$ cat config.mk
export PLATFORM = sky130hd
export DESIGN_NAME = instr_encoder
export DESIGN_NICKNAME = d
export VERILOG_FILES = /design/src/rtl/instr_encoder.sv
export SDC_FILE = /design/constraint.sdc
export NUM_CORES = 1
export LEC_CHECK = 0
export ABC_AREA = 1
export ABC_CLOCK_PERIOD_IN_PS = 2300
export CORE_UTILIZATION = 45
export CTS_CLUSTER_DIAMETER = 50
export DETAILED_ROUTE_END_ITERATION = 10
export DONT_BUFFER_PORTS = 1
export GPL_ROUTABILITY_DRIVEN = 0
export HOLD_SLACK_MARGIN = 0.1
export PLACE_DENSITY = 0.69
export SYNTH_ARGS = -nofsm -noshare
export SYNTH_HDL_FRONTEND = slang
export SYNTH_SLANG_ARGS = --single-unit
$ cat constraint.sdc
create_clock -name clk -period 2.3 [get_ports clk]
set_input_delay 0.115 -clock clk [delete_from_list [all_inputs] [get_ports clk]]
set_output_delay 0.115 -clock clk [all_outputs]
set_load 0.05 [all_outputs]
$ cat src/rtl/instr_encoder.sv
// -----------------------------------------------------------------------------
// instr_encoder
//   Packs opcode / immediate / register-address fields into 32-bit instruction
//   words and holds them in a program buffer. In LOAD the program is collected
//   and nothing is emitted. A start pulse releases it (RUN), and the words then
//   stream out in FIFO order. When the buffer drains, the encoder returns to
//   LOAD on its own.
//
// Ports
//   clk          : single clock, rising edge
//   reset        : synchronous active-high reset
//   opcode_in    : [3:0]  opcode field
//   number_in    : [7:0]  immediate field
//   addr1/2/3_in : [4:0]  register address fields
//   in_valid     : field set offered this cycle
//   in_ready     : encoder can accept a field set (== !full)
//   start        : one-cycle pulse releasing the loaded program
//   instruction  : [31:0] head word while out_valid, else 32'h0
//   out_valid    : instruction holds a valid word
//   out_ready    : consumer takes the word this cycle
//   count        : [log2(DEPTH):0] number of stored words
//   full / empty : buffer status flags
//   running      : high while in RUN
// -----------------------------------------------------------------------------
module instr_encoder #(
  parameter int DEPTH = 16
) (
  input  logic                     clk,
  input  logic                     reset,
  input  logic [3:0]               opcode_in,
  input  logic [7:0]               number_in,
  input  logic [4:0]               addr1_in,
  input  logic [4:0]               addr2_in,
  input  logic [4:0]               addr3_in,
  input  logic                     in_valid,
  output logic                     in_ready,
  input  logic                     start,
  output logic [31:0]              instruction,
  output logic                     out_valid,
  input  logic                     out_ready,
  output logic [$clog2(DEPTH):0]   count,
  output logic                     full,
  output logic                     empty,
  output logic                     running
);

  localparam int AW = $clog2(DEPTH);
  localparam int CW = AW + 1;

  typedef enum logic [0:0] {
    ST_LOAD = 1'b0,
    ST_RUN  = 1'b1
  } state_t;

  state_t          r_state;
  state_t          w_state_nxt;

  logic [31:0]     r_mem [DEPTH];
  logic [AW-1:0]   r_wr_ptr;
  logic [AW-1:0]   r_rd_ptr;
  logic [CW-1:0]   r_count;
  logic            r_full;
  logic            r_empty;

  logic            w_push;
  logic            w_pop;
  logic            w_out_valid;
  logic [CW-1:0]   w_count_nxt;
  logic [31:0]     w_word;

  // Field packing; bits [27:23] are reserved and always zero.
  assign w_word = {opcode_in, 5'b00000, number_in, addr3_in, addr2_in, addr1_in};

  // Handshake qualifiers. A full buffer refuses pushes even when a pop
  // frees a slot at the same edge, so in_ready never depends on out_ready.
  assign w_out_valid = (r_state == ST_RUN) && !r_empty;
  assign w_push      = in_valid && !r_full;
  assign w_pop       = w_out_valid && out_ready;

  // Occupancy after this edge; drives the flags and the FSM decisions.
  always_comb begin
    w_count_nxt = r_count;
    case ({w_push, w_pop})
      2'b10:   w_count_nxt = r_count + {{(CW-1){1'b0}}, 1'b1};
      2'b01:   w_count_nxt = r_count - {{(CW-1){1'b0}}, 1'b1};
      default: w_count_nxt = r_count;
    endcase
  end

  // FSM state register.
  always_ff @(posedge clk) begin
    if (reset) begin
      r_state <= ST_LOAD;
    end else begin
      r_state <= w_state_nxt;
    end
  end

  // FSM next state. LOAD leaves only when start sees a non-empty buffer
  // (a push at the same edge counts); RUN returns once the buffer drains.
  always_comb begin
    w_state_nxt = r_state;
    case (r_state)
      ST_LOAD: begin
        if (start && (w_count_nxt != {CW{1'b0}})) begin
          w_state_nxt = ST_RUN;
        end else begin
          w_state_nxt = ST_LOAD;
        end
      end
      ST_RUN: begin
        if (w_count_nxt == {CW{1'b0}}) begin
          w_state_nxt = ST_LOAD;
        end else begin
          w_state_nxt = ST_RUN;
        end
      end
      default: w_state_nxt = ST_LOAD;
    endcase
  end

  // Pointers, occupancy and registered status flags.
  always_ff @(posedge clk) begin
    if (reset) begin
      r_wr_ptr <= {AW{1'b0}};
      r_rd_ptr <= {AW{1'b0}};
      r_count  <= {CW{1'b0}};
      r_full   <= 1'b0;
      r_empty  <= 1'b1;
    end else begin
      if (w_push) begin
        r_wr_ptr <= r_wr_ptr + {{(AW-1){1'b0}}, 1'b1};
      end else begin
        r_wr_ptr <= r_wr_ptr;
      end
      if (w_pop) begin
        r_rd_ptr <= r_rd_ptr + {{(AW-1){1'b0}}, 1'b1};
      end else begin
        r_rd_ptr <= r_rd_ptr;
      end
      r_count <= w_count_nxt;
      r_full  <= (w_count_nxt == CW'(DEPTH));
      r_empty <= (w_count_nxt == {CW{1'b0}});
    end
  end

  // Program storage; contents are left as-is by reset since the
  // pointers and count already mark every entry as invalid.
  always_ff @(posedge clk) begin
    if (w_push) begin
      r_mem[r_wr_ptr] <= w_word;
    end
  end

  // Output word: head entry while valid, forced to zero otherwise.
  always_comb begin
    instruction = 32'h0000_0000;
    if (w_out_valid) begin
      instruction = r_mem[r_rd_ptr];
    end else begin
      instruction = 32'h0000_0000;
    end
  end

  assign in_ready  = !r_full;
  assign out_valid = w_out_valid;
  assign count     = r_count;
  assign full      = r_full;
  assign empty     = r_empty;
  assign running   = (r_state == ST_RUN);

endmodule

### After elaboration in Yosys (flattened, before gate mapping)

Memory sizes are Yosys's and may differ from the RTL's. A register that Yosys moved wholly into a read port is not among the register bits.
Cells that the tools add are included.

* flip-flop bits (word level): 16
* latch bits: 0
* bits in writable memories: 432
* ROM bits: 0
* input bits: 32
* output and inout bits: 42
* logic and storage cells: 32
* memories kept: 1

Memory list
* r_mem: words 16, bits a word 27, read ports 1, clocked after memory_dff 1, wr ports 1, RTL line 58 `logic [31:0] r_mem [DEPTH];`

* add/subtract/negate cells: 4
* multipliers: 0
* divide/modulo/power cells: 0
* $lt $le $gt $ge: 0
* equality and inequality tests: 3
* shift-type cells: 0
* mux-type cells: 9
* bitwise logic cells: 1
* reduce and logical (&&, ||, !) cells: 8

Operator list (count)
* $mux 32: 1
* $pmux 5 s2: 1
* $add 4x1->4 const B: 2
* $mux 4: 2
* $add 5x1->5 const B: 1
* $eq 5x5->1 const B: 1
* $logic_not 5->1: 1
* $reduce_bool 5->1: 1
* $sub 5x1->5 const B: 1
* $logic_and 1x1->1: 4
* $mux 1: 4
* $eq 2x1->1 const B: 1
* $eq 2x2->1 const B: 1
* $logic_not 1->1: 2
* $pmux 1 s2: 1
* $not 1->1: 1

### Longest topological paths before layout

* depth in word-level cells: 9
* depth in mapped cells: 19
* depth with buffers taken out: 19

### Least setup slack after synthesis

Ideal clock, no wire load.

* kind: reg2reg
* from: reg r_state (netlist: running)
* to: reg r_empty (netlist: empty)
* setup time: 0.124 ns
* arrival: 3.143 ns
* required time: 2.176 ns
* slack: -0.967 ns
* stages on the path, launching flop included: 18
* buffers on the path: 0
* clock period less this slack: 3.267 ns
* cells stage by stage: dfxtp_1 > inv_1 > nor2_1 > nand2_1 > inv_1 > ha_1 > nor2_1 > nor2_1 > ha_1 > inv_1 > nand2_1 > nand2_1 > o21ai_0 > nand3_1 > nand2_1 > nand3_1 > inv_1 > a21oi_1

* cells in the longest elaborated chain, start to end: 5
* elaborated cells between the ends (all ways): 6
* those cells by class: eq/ne (2); mux (1); reduce/logical (3)

Ends and longest elaborated chain
* start, declared: RTL line 55 `state_t r_state;`
* start signal, assigned: RTL line 95 `r_state <= w_state_nxt;`
* $logic_and 1x1->1 *: RTL line 76 `assign w_out_valid = (r_state == ST_RUN) && !r_empty;`
* net out_valid: RTL line 39 `output logic out_valid,`
* $logic_and 1x1->1 *: RTL line 78 `assign w_pop = w_out_valid && out_ready;`
* $eq 2x1->1 / $eq 2x2->1 (equally long branches): RTL line 83 `case ({w_push, w_pop})`
* $pmux 5 s2 *: RTL line 83
* $logic_not 5->1 *: RTL line 143 `r_empty <= (w_count_nxt == {CW{1'b0}});`
* end signal, assigned: RTL line 143
* end, declared: RTL line 63 `logic r_empty;`

Mark *: on every way through the listed nets, which the timed path passes. The rest lies on a longest branch.
A chain may end at the register's enable or synchronous reset.

==> flow_summary.rst <==
.. list-table::
   :header-rows: 1

   * - Metric
     - Value
   * - Clock-pin slew of the registers on the worst-case setup and hold paths
     - 60 ps
   * - Vias in the first global route
     - 11600
   * - Via density per instance
     - 6.05
   * - Clock latency at the later pin of the worst-skew pair
     - 580 ps
   * - Top sig layer
     - met5
   * - # H-tree levels
     - 2
   * - Area growth from synthesis to final layout
     - 28.3%
   * - Register area share after synthesis
     - 75.1%
   * - Utilization after layout
     - 58.8%
   * - Number of fill cells
     - 2857
   * - Critical path launch point type
     - register
   * - Wire length on met1
     - 19.2 mm
   * - Clock tree skew after final layout
     - 18.8 ps
   * - Final worst slack
     - -207 ps
   * - Number of buffers created by CTS
     - 47
   * - Number of setup violations in the final report
     - 26
   * - Number of nets with antenna violations after detailed routing
     - 0
   * - Sum of overflow across all layers after global routing
     - 0
   * - Final Total Pwr
     - 18700 µW
   * - Detailed-route DRC error count
     - 0
   * - Result of the run
     - complete, but fails checks
   * - TritonCTS clock tree
     - done
   * - Antenna violations before repair
     - 2
   * - Clock net sink count
     - between 400 and 500
   * - Data required time at the worst endpoint
     - 2180 ps
   * - Floorplan Core Area
     - roughly 39000 µm²
   * - Total Routing Usage GR
     - 22.7%
   * - Setup repair after global routing missed its margin
     - true
   * - CP dominant cell by count
     - sky130_fd_sc_hd__buf_4
   * - Total of max-cap violations
     - 0
   * - Initial drt markers
     - 1631
   * - Library cell used as clock root buffer
     - sky130_fd_sc_hd__clkbuf_16
   * - Arrival time of the worst setup path
     - between 2000 and 2500 ps
   * - Combined flip-flop and latch cell area
     - 13400 µm²
   * - Distinct cell type count after synthesis
     - 27
   * - First-pass GRT wire length
     - 69.3 mm
   * - Die footprint
     - 40400 µm²
   * - Flop and latch count out of synthesis
     - 452
   * - Violations in the final reports
     - negative setup slack
   * - Cell class contributing the biggest share of worst-path delay
     - compound AO/OA/AOI/OAI gates
   * - Crit path buffers/inverters
     - 4
   * - Slack of the worst reg-to-reg path
     - 130 ps
   * - Setup slack after placement
     - 73.3 ps
   * - VDD IR-drop max
     - 0.000492 V
   * - Multi-input logic area
     - 4350 µm²
   * - Number of synthesis warnings
     - 0
   * - Largest stage delay, worst path
     - 360 ps
   * - Pleak
     - ~0.0075 µW
   * - Ratio of final minimum period to clock period
     - 109%
   * - Total number of nets in the final design
     - 1498
   * - Pin count of the biggest net entering global routing
     - 50
   * - Setup CP Type
     - reg2out
   * - Crit end category
     - output pin
   * - Port bufs
     - 0
   * - Number of placed instances, taps included
     - approximately 1800
   * - Synthesized netlist cell count
     - 1304
   * - Max clock buf depth
     - 3
   * - Slowest CP cell
     - sky130_fd_sc_hd__dfxtp_4
   * - Sequence of cells on the critical path
     - buf_4, buf_4, inv_6, o21ai_0, o221ai_1, o211ai_1, a21oi_2, buf_6
   * - Most common cell after layout, fill and taps aside
     - sky130_fd_sc_hd__edfxtp_1
   * - WL per Instance
     - around 25 µm
   * - Fmax
     - 399 MHz
   * - Rel. slew slack
     - 60.5%
   * - Detailed-routed wire length on met3
     - 4.67 mm
   * - Mean Syn Cell Area
     - 13.7 µm²
   * - Die span in x
     - 201 µm
   * - Routed via count
     - between 10000 and 15000
   * - Final Non-Filler Cells
     - 2009
   * - Worst min path class
     - in2reg
   * - Tmin final
     - 2510 ps
   * - Final max-slew violation count
     - 0
   * - Peak fanout along the critical path
     - 10
   * - Post-synthesis instance area
     - 17800 µm²
   * - First-pass iteration count of the detailed router
     - 5
   * - Top-Level Pins
     - 74
   * - Total power divided by cell area
     - ~820 nW/µm²
   * - Total Wirelength
     - 49.9 mm
   * - Effective utilization at floorplan
     - 45.8%
   * - Core Rows
     - 72
   * - DP HPWL
     - 23.8 mm
   * - Hold Vio Cnt, Final
     - 0
   * - Highest-count cells in the layout ignoring fill and taps
     - 432 x sky130_fd_sc_hd__edfxtp_1, 217 x sky130_fd_sc_hd__nor2_1, 143 x sky130_fd_sc_hd__o21ai_0
   * - Proportion of layout cells with a drive suffix above 1
     - a little under a quarter
   * - Die Ht
     - 201 µm
   * - Detailed-routed wire length on met2
     - 24.4 mm
   * - Least-Margin Pin Slew
     - 591 ps
-- metrics by stage --
step	hold WS, ps	cell area [µm²]	TNS (ps)
floorplan	184	17900	0
global placement	187	19100	0
detailed placement	189	19100	0
CTS	235	21900	-2170
global route	292	22800	-4180
finish	291	22800	-2190
-- state kept, by name (all words and copies together) (netlist names), named ones only --
| name | cells |
|---|---|
| count | 5 |
| empty | 1 |
| full | 1 |
| r_mem | 432 |
| r_rd_ptr | 4 |
| r_wr_ptr | 4 |
| running | 1 |
-- logic make-up after synthesis --
group | count (synthesis) | synth area share, %
flops | 452 | 75.1
compound gates | 404 | 13.6
simple gates | 315 | 6.92
buf+inv | 123 | 3.69
fa+ha+maj | 8 | 0.562
xor+xnor | 1 | 0.0492
other cells | 1 | 0.0211
-- report_power, final --
group,switching [µW],internal (µW)
logic,1330,840
registers,53.5,9140
clock network,3060,4270
total,4440,14300
-- cell usage after synthesis --
library cell | instances | area [µm²]
sky130_fd_sc_hd__nand2_1 | 33 | 124
sky130_fd_sc_hd__nor2_1 | 245 | 920
sky130_fd_sc_hd__buf_8 | 1 | 15.0
sky130_fd_sc_hd__buf_12 | 1 | 20.0
sky130_fd_sc_hd__nand3_1 | 33 | 165
sky130_fd_sc_hd__o22ai_1 | 32 | 200
sky130_fd_sc_hd__o21ai_0 | 211 | 1060
sky130_fd_sc_hd__o221ai_1 | 76 | 666
sky130_fd_sc_hd__clkinv_2 | 1 | 5.00
sky130_fd_sc_hd__inv_6 | 1 | 8.76
sky130_fd_sc_hd__buf_2 | 16 | 80.1
sky130_fd_sc_hd__o211ai_1 | 32 | 240
sky130_fd_sc_hd__nand4_1 | 2 | 12.5
sky130_fd_sc_hd__buf_4 | 11 | 82.6
sky130_fd_sc_hd__conb_1 | 1 | 3.75
sky130_fd_sc_hd__ha_1 | 8 | 100
sky130_fd_sc_hd__clkinv_1 | 3 | 11.3
sky130_fd_sc_hd__xor2_1 | 1 | 8.76
sky130_fd_sc_hd__dfxtp_1 | 20 | 400
sky130_fd_sc_hd__edfxtp_1 | 432 | 13000
sky130_fd_sc_hd__nor3_1 | 2 | 10.0
sky130_fd_sc_hd__o21ai_1 | 14 | 70.1
sky130_fd_sc_hd__clkbuf_2 | 2 | 10.0
sky130_fd_sc_hd__buf_6 | 13 | 146
sky130_fd_sc_hd__clkbuf_1 | 49 | 184
sky130_fd_sc_hd__a21oi_1 | 39 | 195
sky130_fd_sc_hd__inv_1 | 25 | 93.8
-- tightest hold or removal path: stages --
cell and delay [ps]:
sky130_fd_sc_hd__dlygate4sd3_1 530, sky130_fd_sc_hd__nor2_1 60, sky130_fd_sc_hd__a21oi_2 110
-- metal layers --
metal  vias to the layer above  global-route usage, %
met3                       124                   4.66
met2                       702                   37.6
li1                       5284                      -
met4                         2                   6.76
met1                      6048                   30.1
met5                         -                      0
-- final timing paths --
kind | depth (start not counted) | startpoint | endpoint
setup / recovery | 8 | register | instruction[13]
hold / removal | 3 | start | running$_SDFF_PP0_
setup reg to reg | 18 | running$_SDFF_PP0_ | empty$_SDFF_PP1_
hold reg to reg | 1 | r_rd_ptr[3]$_SDFFE_PP0N_ | register
-- repair_timing --
item	4_1_cts	5_1_grt
pin swaps	32	83
endpoints found under the setup margin	27	31
buffers inserted	18	9
endpoints found under the hold margin	452	0
hold buffers	31	0
resized for setup	106	153
gates cloned	18	21
-- area by class of cell --
class | instances | share of cell area [%]
Clock buffer | 60 | 5.46
Timing Repair inverter | 2 | 0.0767
Timing Repair Buffer | 192 | 12.3
Tap cell | 518 | 2.84
Inverter | 30 | 0.625
Sequential cell | 452 | 58.6
Multi-Input combinational cell | 733 | 19.1
Clock inverter | 21 | 0.986
Antenna cell | 1 | 0.0110
(Power assumes the default switching activity.)
